File: src/rtl/dmem_lsu_if.sv
// dmem_lsu_if: request, data-memory and write-back signals of the load/store unit.
// slave  = the LSU itself; master = the environment (execute stage, memory, register file).
interface dmem_lsu_if;
  logic        req_valid;
  logic        req_ready;
  logic [5:0]  req_opcode;
  logic [31:0] req_base;
  logic [15:0] req_imm;
  logic [4:0]  req_rt;
  logic [31:0] req_wdata;

  logic [5:0]  mem_opcode;
  logic [31:0] mem_addr;
  logic [31:0] mem_wdata;
  logic [31:0] mem_rdata;

  logic        wb_valid;
  logic [4:0]  wb_rt;
  logic [31:0] wb_data;

  logic        err;
  logic [1:0]  err_code;

  modport slave (
    input  req_valid, req_opcode, req_base, req_imm, req_rt, req_wdata, mem_rdata,
    output req_ready, mem_opcode, mem_addr, mem_wdata, wb_valid, wb_rt, wb_data,
           err, err_code
  );

  modport master (
    output req_valid, req_opcode, req_base, req_imm, req_rt, req_wdata, mem_rdata,
    input  req_ready, mem_opcode, mem_addr, mem_wdata, wb_valid, wb_rt, wb_data,
           err, err_code
  );
endinterface

File: src/rtl/dmem_lsu.sv
// dmem_lsu: one-request-at-a-time load/store unit for the word-wide data memory.
// Word accesses (LW/SW) always; byte accesses (LB/LBU and SB as read-modify-write)
// only when the macro DMEM_LSU_BYTE_EN is defined, otherwise they report err_code 01.
//
// state    | meaning
// ---------+----------------------------------------------------------
// S_IDLE   | ready for a request; request fields latched on handshake
// S_ADDR   | effective address formed, opcode/alignment/range checked
// S_MEM_RD | memory word read, captured at end of cycle
// S_MEM_WR | memory write strobe (word, or merged word for SB)
// S_WB     | register write-back strobe (suppressed for rt = 0)
// S_ERR    | one-cycle error strobe with code
module dmem_lsu #(
  parameter int DEPTH = 256
) (
  input logic       clk,
  input logic       rst,
  dmem_lsu_if.slave bus
);
  typedef enum logic [2:0] {
    S_IDLE, S_ADDR, S_MEM_RD, S_MEM_WR, S_WB, S_ERR
  } state_t;

  localparam logic [5:0]  OP_LW   = 6'b100011;
  localparam logic [5:0]  OP_SW   = 6'b101011;
  localparam logic [5:0]  OP_NONE = 6'b000000;
`ifdef DMEM_LSU_BYTE_EN
  localparam logic [5:0]  OP_LB   = 6'b100000;
  localparam logic [5:0]  OP_LBU  = 6'b100100;
  localparam logic [5:0]  OP_SB   = 6'b101000;
`endif
  localparam logic [31:0] DEPTH_W = 32'(DEPTH);

  state_t      state_q, state_d;
  logic [5:0]  op_q, op_d;
  logic [31:0] base_q, base_d;
  logic [15:0] imm_q, imm_d;
  logic [4:0]  rt_q, rt_d;
  logic [31:0] wdata_q, wdata_d;
  logic [29:0] widx_q, widx_d;
  logic [31:0] rdata_q, rdata_d;
  logic [1:0]  errc_q, errc_d;

  logic [31:0] ea;
  logic        is_word;
  logic        op_ok;

`ifdef DMEM_LSU_BYTE_EN
  logic [1:0]  lane_q, lane_d;
  logic [7:0]  lane_byte;
  logic [31:0] merged;
`endif

  // Effective address (32-bit wrap) and opcode classification.
  always_comb begin
    ea      = base_q + {{16{imm_q[15]}}, imm_q};
    is_word = (op_q == OP_LW) || (op_q == OP_SW);
`ifdef DMEM_LSU_BYTE_EN
    op_ok   = is_word || (op_q == OP_LB) || (op_q == OP_LBU) || (op_q == OP_SB);
`else
    op_ok   = is_word;
`endif
  end

`ifdef DMEM_LSU_BYTE_EN
  // Byte lane extraction for loads and lane merge for the SB write-back word.
  always_comb begin
    lane_byte = rdata_q[7:0];
    merged    = rdata_q;
    case (lane_q)
      2'd0: begin lane_byte = rdata_q[7:0];   merged[7:0]   = wdata_q[7:0]; end
      2'd1: begin lane_byte = rdata_q[15:8];  merged[15:8]  = wdata_q[7:0]; end
      2'd2: begin lane_byte = rdata_q[23:16]; merged[23:16] = wdata_q[7:0]; end
      default: begin lane_byte = rdata_q[31:24]; merged[31:24] = wdata_q[7:0]; end
    endcase
  end
`endif

  // Next-state logic and request/operand capture.
  always_comb begin
    state_d = state_q;
    op_d    = op_q;
    base_d  = base_q;
    imm_d   = imm_q;
    rt_d    = rt_q;
    wdata_d = wdata_q;
    widx_d  = widx_q;
    rdata_d = rdata_q;
    errc_d  = errc_q;
`ifdef DMEM_LSU_BYTE_EN
    lane_d  = lane_q;
`endif
    case (state_q)
      S_IDLE: begin
        if (bus.req_valid) begin
          op_d    = bus.req_opcode;
          base_d  = bus.req_base;
          imm_d   = bus.req_imm;
          rt_d    = bus.req_rt;
          wdata_d = bus.req_wdata;
          state_d = S_ADDR;
        end
      end
      S_ADDR: begin
        widx_d = ea[31:2];
`ifdef DMEM_LSU_BYTE_EN
        lane_d = ea[1:0];
`endif
        if (!op_ok) begin
          errc_d  = 2'b01;
          state_d = S_ERR;
        end else if (is_word && (ea[1:0] != 2'b00)) begin
          errc_d  = 2'b10;
          state_d = S_ERR;
        end else if ({2'b00, ea[31:2]} >= DEPTH_W) begin
          errc_d  = 2'b11;
          state_d = S_ERR;
        end else if (op_q == OP_SW) begin
          state_d = S_MEM_WR;
        end else begin
          state_d = S_MEM_RD;
        end
      end
      S_MEM_RD: begin
        rdata_d = bus.mem_rdata;
`ifdef DMEM_LSU_BYTE_EN
        state_d = (op_q == OP_SB) ? S_MEM_WR : S_WB;
`else
        state_d = S_WB;
`endif
      end
      S_MEM_WR: state_d = S_IDLE;
      S_WB:     state_d = S_IDLE;
      S_ERR:    state_d = S_IDLE;
      default:  state_d = S_IDLE;
    endcase
  end

  // Outputs decoded from registered state only, so they stay settled all cycle
  // and drop to idle values as soon as reset clears the state.
  always_comb begin
    bus.req_ready  = 1'b0;
    bus.mem_opcode = OP_NONE;
    bus.mem_addr   = 32'h0;
    bus.mem_wdata  = 32'h0;
    bus.wb_valid   = 1'b0;
    bus.wb_rt      = 5'd0;
    bus.wb_data    = 32'h0;
    bus.err        = 1'b0;
    bus.err_code   = 2'b00;
    case (state_q)
      S_IDLE:   bus.req_ready = 1'b1;
      S_MEM_RD: bus.mem_addr  = {2'b00, widx_q};
      S_MEM_WR: begin
        bus.mem_opcode = OP_SW;
        bus.mem_addr   = {2'b00, widx_q};
        bus.mem_wdata  = wdata_q;
`ifdef DMEM_LSU_BYTE_EN
        if (op_q == OP_SB) bus.mem_wdata = merged;
`endif
      end
      S_WB: begin
        bus.wb_valid = (rt_q != 5'd0);
        bus.wb_rt    = rt_q;
        bus.wb_data  = rdata_q;
`ifdef DMEM_LSU_BYTE_EN
        if (op_q == OP_LB)  bus.wb_data = {{24{lane_byte[7]}}, lane_byte};
        if (op_q == OP_LBU) bus.wb_data = {24'h0, lane_byte};
`endif
      end
      S_ERR: begin
        bus.err      = 1'b1;
        bus.err_code = errc_q;
      end
      default: ;
    endcase
  end

  // State and operand registers, cleared asynchronously.
  always_ff @(posedge clk or posedge rst) begin
    if (rst) begin
      state_q <= S_IDLE;
      op_q    <= 6'h0;
      base_q  <= 32'h0;
      imm_q   <= 16'h0;
      rt_q    <= 5'd0;
      wdata_q <= 32'h0;
      widx_q  <= 30'h0;
      rdata_q <= 32'h0;
      errc_q  <= 2'b00;
`ifdef DMEM_LSU_BYTE_EN
      lane_q  <= 2'b00;
`endif
    end else begin
      state_q <= state_d;
      op_q    <= op_d;
      base_q  <= base_d;
      imm_q   <= imm_d;
      rt_q    <= rt_d;
      wdata_q <= wdata_d;
      widx_q  <= widx_d;
      rdata_q <= rdata_d;
      errc_q  <= errc_d;
`ifdef DMEM_LSU_BYTE_EN
      lane_q  <= lane_d;
`endif
    end
  end
endmodule

File: src/flat_wrapper.sv
// flat-port wrapper written by rule: the top's interface ports become plain ports
module dmem_lsu_flat 
#(
  parameter int DEPTH = 256
)
  (clk, rst, bus_req_valid, bus_req_opcode, bus_req_base, bus_req_imm, bus_req_rt, bus_req_wdata, bus_mem_rdata, bus_req_ready, bus_mem_opcode, bus_mem_addr, bus_mem_wdata, bus_wb_valid, bus_wb_rt, bus_wb_data, bus_err, bus_err_code);
  dmem_lsu_if bus_i ();
  input logic clk;
  input logic rst;
  input wire logic [$bits(bus_i.req_valid)-1:0] bus_req_valid;
  input wire logic [$bits(bus_i.req_opcode)-1:0] bus_req_opcode;
  input wire logic [$bits(bus_i.req_base)-1:0] bus_req_base;
  input wire logic [$bits(bus_i.req_imm)-1:0] bus_req_imm;
  input wire logic [$bits(bus_i.req_rt)-1:0] bus_req_rt;
  input wire logic [$bits(bus_i.req_wdata)-1:0] bus_req_wdata;
  input wire logic [$bits(bus_i.mem_rdata)-1:0] bus_mem_rdata;
  output wire logic [$bits(bus_i.req_ready)-1:0] bus_req_ready;
  output wire logic [$bits(bus_i.mem_opcode)-1:0] bus_mem_opcode;
  output wire logic [$bits(bus_i.mem_addr)-1:0] bus_mem_addr;
  output wire logic [$bits(bus_i.mem_wdata)-1:0] bus_mem_wdata;
  output wire logic [$bits(bus_i.wb_valid)-1:0] bus_wb_valid;
  output wire logic [$bits(bus_i.wb_rt)-1:0] bus_wb_rt;
  output wire logic [$bits(bus_i.wb_data)-1:0] bus_wb_data;
  output wire logic [$bits(bus_i.err)-1:0] bus_err;
  output wire logic [$bits(bus_i.err_code)-1:0] bus_err_code;
  assign bus_i.req_valid = bus_req_valid;
  assign bus_i.req_opcode = bus_req_opcode;
  assign bus_i.req_base = bus_req_base;
  assign bus_i.req_imm = bus_req_imm;
  assign bus_i.req_rt = bus_req_rt;
  assign bus_i.req_wdata = bus_req_wdata;
  assign bus_i.mem_rdata = bus_mem_rdata;
  assign bus_req_ready = bus_i.req_ready;
  assign bus_mem_opcode = bus_i.mem_opcode;
  assign bus_mem_addr = bus_i.mem_addr;
  assign bus_mem_wdata = bus_i.mem_wdata;
  assign bus_wb_valid = bus_i.wb_valid;
  assign bus_wb_rt = bus_i.wb_rt;
  assign bus_wb_data = bus_i.wb_data;
  assign bus_err = bus_i.err;
  assign bus_err_code = bus_i.err_code;
  dmem_lsu #(.DEPTH(DEPTH)) u_core (.clk(clk), .rst(rst), .bus(bus_i));
endmodule
File: config.mk
export PLATFORM = sky130hd
export DESIGN_NAME = dmem_lsu_flat
export DESIGN_NICKNAME = d
export VERILOG_FILES = /design/src/rtl/dmem_lsu_if.sv /design/src/rtl/dmem_lsu.sv /design/src/flat_wrapper.sv
export SDC_FILE = /design/constraint.sdc
export NUM_CORES = 1
export LEC_CHECK = 0
export ABC_CLOCK_PERIOD_IN_PS = 4500
export CORE_ASPECT_RATIO = 1.25
export CORE_MARGIN = 4
export CORE_UTILIZATION = 31
export CTS_CLUSTER_DIAMETER = 80
export DETAILED_ROUTE_END_ITERATION = 12
export REMOVE_ABC_BUFFERS = 1
export SYNTH_ARGS = -nofsm -noshare
export SYNTH_HDL_FRONTEND = slang
export SYNTH_SLANG_ARGS = --single-unit
File: constraint.sdc
create_clock -name clk -period 4.5 [get_ports clk]
set_input_delay 0.45 -clock clk [delete_from_list [all_inputs] [get_ports clk]]
set_output_delay 0.45 -clock clk [all_outputs]
set_load 0.005 [all_outputs]
==> flow_summary_export.csv, run 1 <==
group,metric,value,unit
synthesis,netlist_area,0.00860,sq mm
synthesis,synth_top_area_share,46.0,%
grt,grt_pass1_wl,38.4,mm
run,drv_cap,0,
final_layout,num-nets-final,1159,
final_layout,drive_gt1_share,19.0,%
setup_path,critPathBufInv,0,
cts,cts_setup_buffers,0,
setup_path,critPathLaunchType,"register",
synthesis,ys_seq_area_share,46.0,%
detailed_routing,viasPerCell,4.91,
power,power_frac_comb,53.4,%
synthesis,synth-warning-count,0,
synthesis,yosysTopAreaCell,"dfrtp_1",
place,gp_congestion,0.892,
floorplan,ios,238,
grt,groute.usage.overall,16.1,%
floorplan,coreArea,0.0271,sq mm
cts,clk_path_buf_depth,2,
detailed_routing,drt_iter0_drc,254,
synthesis,synth-edff-count,0,
setup_path,worst_path_dominant_cell_family,"simple AND/OR/NAND/NOR gates",
floorplan,die_area,0.0305,sq mm
power,powerDensity,717,mW/mm^2
synthesis,synth_most_common_cell,"dfrtp_1",
detailed_routing,remaining_drc_errors,0,
power,clkPwrFrac,18.9,%
synthesis,synth_ff_type,"dfrtp_1",
sta,rsz0062_at_grt,"false",
sta,setup_viol,0,
place,placed_cells,1327,
cts,cts_hold_buf,0,
sta,fin_crit,3910,ps
setup_path,path_cells,"ha_1 > and2_0 > nand4_1 > a311oi_1 > o221ai_2 > xnor2_1 > or4_4 > nor4_4 > nor2_2 > mux2_1",
setup_path,slowest_delay,630,ps
place,hpwl,18.3,mm
synthesis,syn_avg_cell_area,10.9,sq um
power,power_switching,3520,uW
sta,hold_viol,0,
sta,drv_slew,0,
power,switching_share,41.3,%
power,peakVddDrop,324,uV
floorplan,die_h,194,um
floorplan,fp-row-count,67,
cts,clkTransAtPathRegs,60,ps
detailed_routing,wl_per_cell,17.7,um
final_layout,n_antenna_cell,0,
grt,grt_antenna_before_repair,0,
detailed_routing,firstDrtPassIters,4,
power,power_frac_seq,27.7,%
synthesis,synth.top_cells.by_count,"158 x dfrtp_1, 134 x mux2_2, 73 x and2_1",
grt,grt_max_degree,103,
grt,gr-total-overflow,0,
power,design_power_total,8530,uW
outcome,status,"completed",
sta,fmax,256,MHz
setup_path,cp_slowest_cell,"dfrtp_1",
final_layout,final_cells,1359,
synthesis,ys_types,63,
sta,slew_headroom,34.4,%
cts,htreeDepth,4,
cts,clock_sinks,158,
synthesis,yosys-top-cells-area,"dfrtp_1 46%, mux2_2 18%, and2_1 5.3%, ha_1 4.5%, and3_1 2.5%",
place,port_buffers,233,
final_layout,area_delta_synth_final,38.4,%
setup_path,path_max_fanout,18,
detailed_routing,wl,24.1,mm
cts,clockRootBuffer,"clkbuf_16",
synthesis,synth_seq_cells,158,
setup_path,crit_path_end_kind,"register",
power,intPower,5010,uW
synthesis,synthArstFlopShare,100,%
min_path,hp-class,"reg -> reg",
detailed_routing,ant_nets,0,
sta,setup_tns,0,ps
floorplan,fp.dieW,157,um
setup_path,worstPathRequired,4810,ps
cts,cts_made_buffers,17,
sta,finalCritPeriodShare,86.9,%
sta,finalClockSkew,8.01,ps
grt,grt_pass1_vias,6970,
detailed_routing,vias,6666,
cts,clock_latency,440,ps
sta,worst_slew_pin_slew,984,ps
synthesis,syn-instance-count,786,
floorplan,start_util,31.8,%
cts,cts_tree,"done",
power,power_leakage,0.00509,uW
cts,cts-resized-gates,0,
setup_path,crit_arrival,4220,ps
setup_path,worstSetupPathType,"reg -> reg",
[per-layer routing]
| layer | up-vias | wire [um] | GRT usage, % |
|---|---|---|---|
| met4 | 0 | 586 | 5.43 |
| met2 | 147 | 12600 | 28.5 |
| met5 | - | 0 | 0 |
| met1 | 3257 | 9890 | 19.3 |
| li1 | 3226 | - | - |
| met3 | 36 | 1050 | 3.04 |
[placed cells by master, fill, tap and decap left out, types with 6 or more instances in the layout]
master / instances
nor2_1: 21
nand4_1: 9
a21o_1: 11
clkdlybuf4s50_1: 233
ha_1: 31
clkbuf_16: 17
o21ai_0: 41
nand3_1: 7
nor3_1: 7
buf_4: 10
xnor2_1: 10
inv_1: 9
a21oi_1: 34
a211oi_1: 8
a31oi_1: 6
xor2_1: 15
dfrtp_1: 158
nand2_1: 50
o211ai_1: 8
and2_1: 72
mux2_2: 134
and3_1: 34
[layout make-up]
cell class | count | area (sq um)
clock inverter | 14 | 216
tap | 345 | 432
clock buffer | 18 | 439
fill | 2629 | 15200
multi-input combinational | 571 | 4410
inverter | 10 | 42.5
timing repair buffer | 243 | 2410
sequential | 158 | 3950
[stage by stage]
stage	hold slack [ps]	util (%)	setup WS (ps)	area [sq um]
after global routing	504	44.0	225	11900
after CTS	479	44.0	549	11900
after floorplan	442	-	-213	8390
final	471	44.0	591	11900
after detailed placement	465	41.5	558	11200
after global placement	455	41.5	676	11200
[final timing paths]
kind,start,endpoint,slack (ps),cells after the start
min in group asynchronous,rst,u_core.rt_q[2]$_DFFE_PP0P_,550,2
hold / removal,u_core.widx_q[29]$_DFFE_PP0P_,u_core.widx_q[29]$_DFFE_PP0P_,470,2
setup / recovery,u_core.imm_q[15]$_DFFE_PP0P_,u_core.errc_q[1]$_DFFE_PP0P_,590,10
setup reg to reg,u_core.imm_q[15]$_DFFE_PP0P_,u_core.errc_q[1]$_DFFE_PP0P_,590,10
hold reg to reg,u_core.widx_q[29]$_DFFE_PP0P_,u_core.widx_q[29]$_DFFE_PP0P_,470,2
max in group asynchronous,rst,u_core.rdata_q[19]$_DFFE_PP0P_,2950,3
[cells by family after synthesis]
family                     Yosys count  share of synthesized area [%]
AOI/OAI and AO/OA                  137                           10.2
xor gates and xnor gates            25                           2.55
adders and majority gates           32                           4.74
buffers and inverters               60                           3.07
DFF                                158                           46.0
muxes                              139                           18.2
other                                1                         0.0436
and+or+nand+nor                    234                           15.3
[sequential cells by signal (all words and copies together), names as in the netlist]
register	flops
u_core.wdata_q	32
u_core.widx_q	30
u_core.base_q	32
u_core.state_q	3
u_core.rdata_q	32
u_core.errc_q	2
u_core.imm_q	16
u_core.rt_q	5
u_core.op_q	6
[tightest hold or removal path, cell delays in order (launching register included)]
cell and delay [ps]:
dfrtp_1 340, nand2_1 40, o21ai_0 60
[power by group through the flow]
stage	logic (uW)	registers, uW	clock network, uW
2_1_floorplan	3410	2270	0
3_3_place_gp	4540	2370	0
3_5_place_dp	4550	2390	0
4_1_cts	4580	2370	1660
5_1_grt	5090	2450	1720
6_report	4560	2360	1610
Note: power is estimated with default switching activity, not from simulation.
==> inputs of run 2 (changes only) <==
--- a/config.mk
+++ b/config.mk
@@ -5,13 +5,15 @@
 export SDC_FILE = /design/constraint.sdc
 export NUM_CORES = 1
 export LEC_CHECK = 0
-export ABC_CLOCK_PERIOD_IN_PS = 4500
+export ABC_CLOCK_PERIOD_IN_PS = 4100
 export CORE_ASPECT_RATIO = 1.25
 export CORE_MARGIN = 4
 export CORE_UTILIZATION = 31
 export CTS_CLUSTER_DIAMETER = 80
 export DETAILED_ROUTE_END_ITERATION = 12
+export DONT_BUFFER_PORTS = 1
 export REMOVE_ABC_BUFFERS = 1
+export SKIP_LAST_GASP = 1
 export SYNTH_ARGS = -nofsm -noshare
 export SYNTH_HDL_FRONTEND = slang
 export SYNTH_SLANG_ARGS = --single-unit
==> constraint.sdc (replaced) <==
create_clock -name clk -period 4.1 [get_ports clk]
set_input_delay 0.41 -clock clk [delete_from_list [all_inputs] [get_ports clk]]
set_output_delay 0.41 -clock clk [all_outputs]
set_load 0.005 [all_outputs]
==> run 2 against run 1 <==
Effect of this change:
- sequential power is 8.5% higher
- worst hold slack worse by 350 ps
- highest routed layer is now met5
- power is 6.2% higher
- count of clock-buffer cells in the layout is 2 higher
- largest power group unchanged
==> flow_summary_export.csv, run 2 (synthesis gave the netlist of run 1 again) <==
group,metric,value,unit
outcome,status,"completed",
grt,grt_antenna_before_repair,4,
place,port_buffers,0,
place,gp_congestion,0.845,
grt,grt_pass1_wl,34.1,mm
grt,gr-total-overflow,0,
setup_path,worstSetupPathType,"reg -> reg",
min_path,hp-class,"in -> reg",
sta,fin_crit,3710,ps
detailed_routing,firstDrtPassIters,4,
final_layout,final_common_cell,"dfrtp_1",
sta,hold_viol,0,
place,hpwl,16.8,mm
setup_path,cp_slowest_cell,"or4_4",
detailed_routing,ant_nets,0,
sta,slew_headroom,35.9,%
cts,clk_path_buf_depth,2,
final_layout,num-nets-final,925,
final_layout,area_delta_synth_final,11.0,%
cts,clkTransAtPathRegs,70,ps
grt,grt_pass1_vias,5880,
sta,finalCritPeriodShare,90.6,%
sta,worst_slew_pin_slew,960,ps
setup_path,path_max_fanout,18,
final_layout,layout_common_cells,"157 x dfrtp_1, 134 x mux2_2, 72 x and2_1",
sta,finalClockSkew,9.52,ps
floorplan,start_util,31.8,%
final_layout,design_area,0.00955,sq mm
detailed_routing,vias,5818,
power,powerDensity,949,mW/mm^2
floorplan,die_area,0.0305,sq mm
sta,rsz0062_at_grt,"false",
sta,setup_viol,0,
final_layout,drive_gt1_share,24.7,%
sta,setup_tns,0,ps
sta,fmax,269,MHz
power,power_leakage,0.00420,uW
floorplan,fp-row-count,67,
final_layout,n_fill_cell,2679,
grt,groute.usage.overall,14.4,%
detailed_routing,drt_iter0_drc,272,
sta,drv_slew,0,
cts,clock_sinks,158,
setup_path,path_cells,"ha_2 > and2_0 > nand4_1 > a311oi_1 > o221ai_2 > xnor2_1 > or4_4 > nor4_4 > nor2_2 > mux2_1",
floorplan,coreArea,0.0271,sq mm
setup_path,slowest_delay,560,ps
detailed_routing,remaining_drc_errors,0,
cts,clockRootBuffer,"clkbuf_16",
cts,htreeDepth,4,
setup_path,critPathLaunchType,"register",
setup_path,crit_arrival,4030,ps
floorplan,ios,238,
final_layout,final_cells,1126,
power,peakVddDrop,256,uV
detailed_routing,wl_per_cell,19.5,um
floorplan,fp.dieW,157,um
cts,clock_latency,430,ps
place,placed_cells,1092,
grt,grt_max_degree,88,
detailed_routing,viasPerCell,5.17,
setup_path,crit_path_end_kind,"register",
final_layout,reg_top3,"u_core.base_q: 32 flops, u_core.rdata_q: 32 flops, u_core.wdata_q: 32 flops",
setup_path,worstPathRequired,4410,ps
place,placed_cell_area,0.00892,sq mm
cts,cts_made_buffers,17,
floorplan,die_h,194,um
cts,cts_tree,"done",
detailed_routing,wl,21.9,mm
run,drv_cap,0,
run 2: worst max-delay path: cells and delay by family, from the launching register on:
| kind | cells | cell delay, ps |
|---|---|---|
| xor+xnor | 1 | 170 |
| mux | 1 | 320 |
| fa+ha+maj | 1 | 500 |
| compound gates | 2 | 670 |
| flops | 1 | 550 |
| simple gates | 5 | 1380 |
run 2: layout make-up:
class / count / area, sq um / share of cell area (%)
inverters: 10 / 42.5 / 0.446
repair buffers: 9 / 82.6 / 0.865
clock inverters: 12 / 160 / 1.68
clock buffers: 20 / 447 / 4.68
flip-flops and latches: 158 / 3960 / 41.4
well taps: 345 / 432 / 4.52
multi-input cells: 571 / 4430 / 46.4
diodes: 1 / 2.50 / 0.0262
run 2: timing repair:
action                                  in CTS  in global routing
endpoints found under the setup margin       0                  3
hold buffers                                 1                  0
resized for setup                            0                  4
hold endpoints to repair                     4                  0
buffers inserted                             0                  0
run 2: worst paths after layout:
path	endpoint	from	slack [ps]	cells past startpoint
max in group asynchronous	u_core.imm_q[2]$_DFFE_PP0P_	rst	2470	3
min in group asynchronous	u_core.rt_q[4]$_DFFE_PP0P_	rst	610	2
min	u_core.wdata_q[16]$_DFFE_PP0P_	bus_req_wdata[16]	120	1
max reg2reg	u_core.errc_q[1]$_DFFE_PP0P_	u_core.imm_q[15]$_DFFE_PP0P_	390	10
min reg2reg	u_core.widx_q[3]$_DFFE_PP0P_	u_core.widx_q[3]$_DFFE_PP0P_	470	2
max	u_core.errc_q[1]$_DFFE_PP0P_	u_core.imm_q[15]$_DFFE_PP0P_	390	10
run 2: metal layers:
layer | wire length, um | global-route usage [%]
met1 | 8510 | 16.6
met2 | 11600 | 25.0
met3 | 1290 | 3.91
met4 | 571 | 6.14
met5 | 26 | 0
run 2: metrics by stage:
| stage | setup WS [ps] | hold slack, ps | utilization, % | total power (uW) |
|---|---|---|---|---|
| floorplan | -573 | 442 | - | 6240 |
| global placement | 260 | 456 | 32.9 | 7380 |
| detailed placement | 180 | 462 | 32.9 | 7450 |
| CTS | 162 | 98.3 | 35.2 | 9150 |
| global route | 130 | 102 | 35.3 | 9840 |
| finish | 386 | 123 | 35.3 | 9060 |
run 2: power breakdown:
group | internal, uW | switching, uW | leakage (uW) | total (uW)
sequential | 2210 | 347 | 0.00194 | 2560
clock | 980 | 665 | 0.000284 | 1640
combinational | 2060 | 2800 | 0.00197 | 4860
total | 5250 | 3810 | 0.00420 | 9060
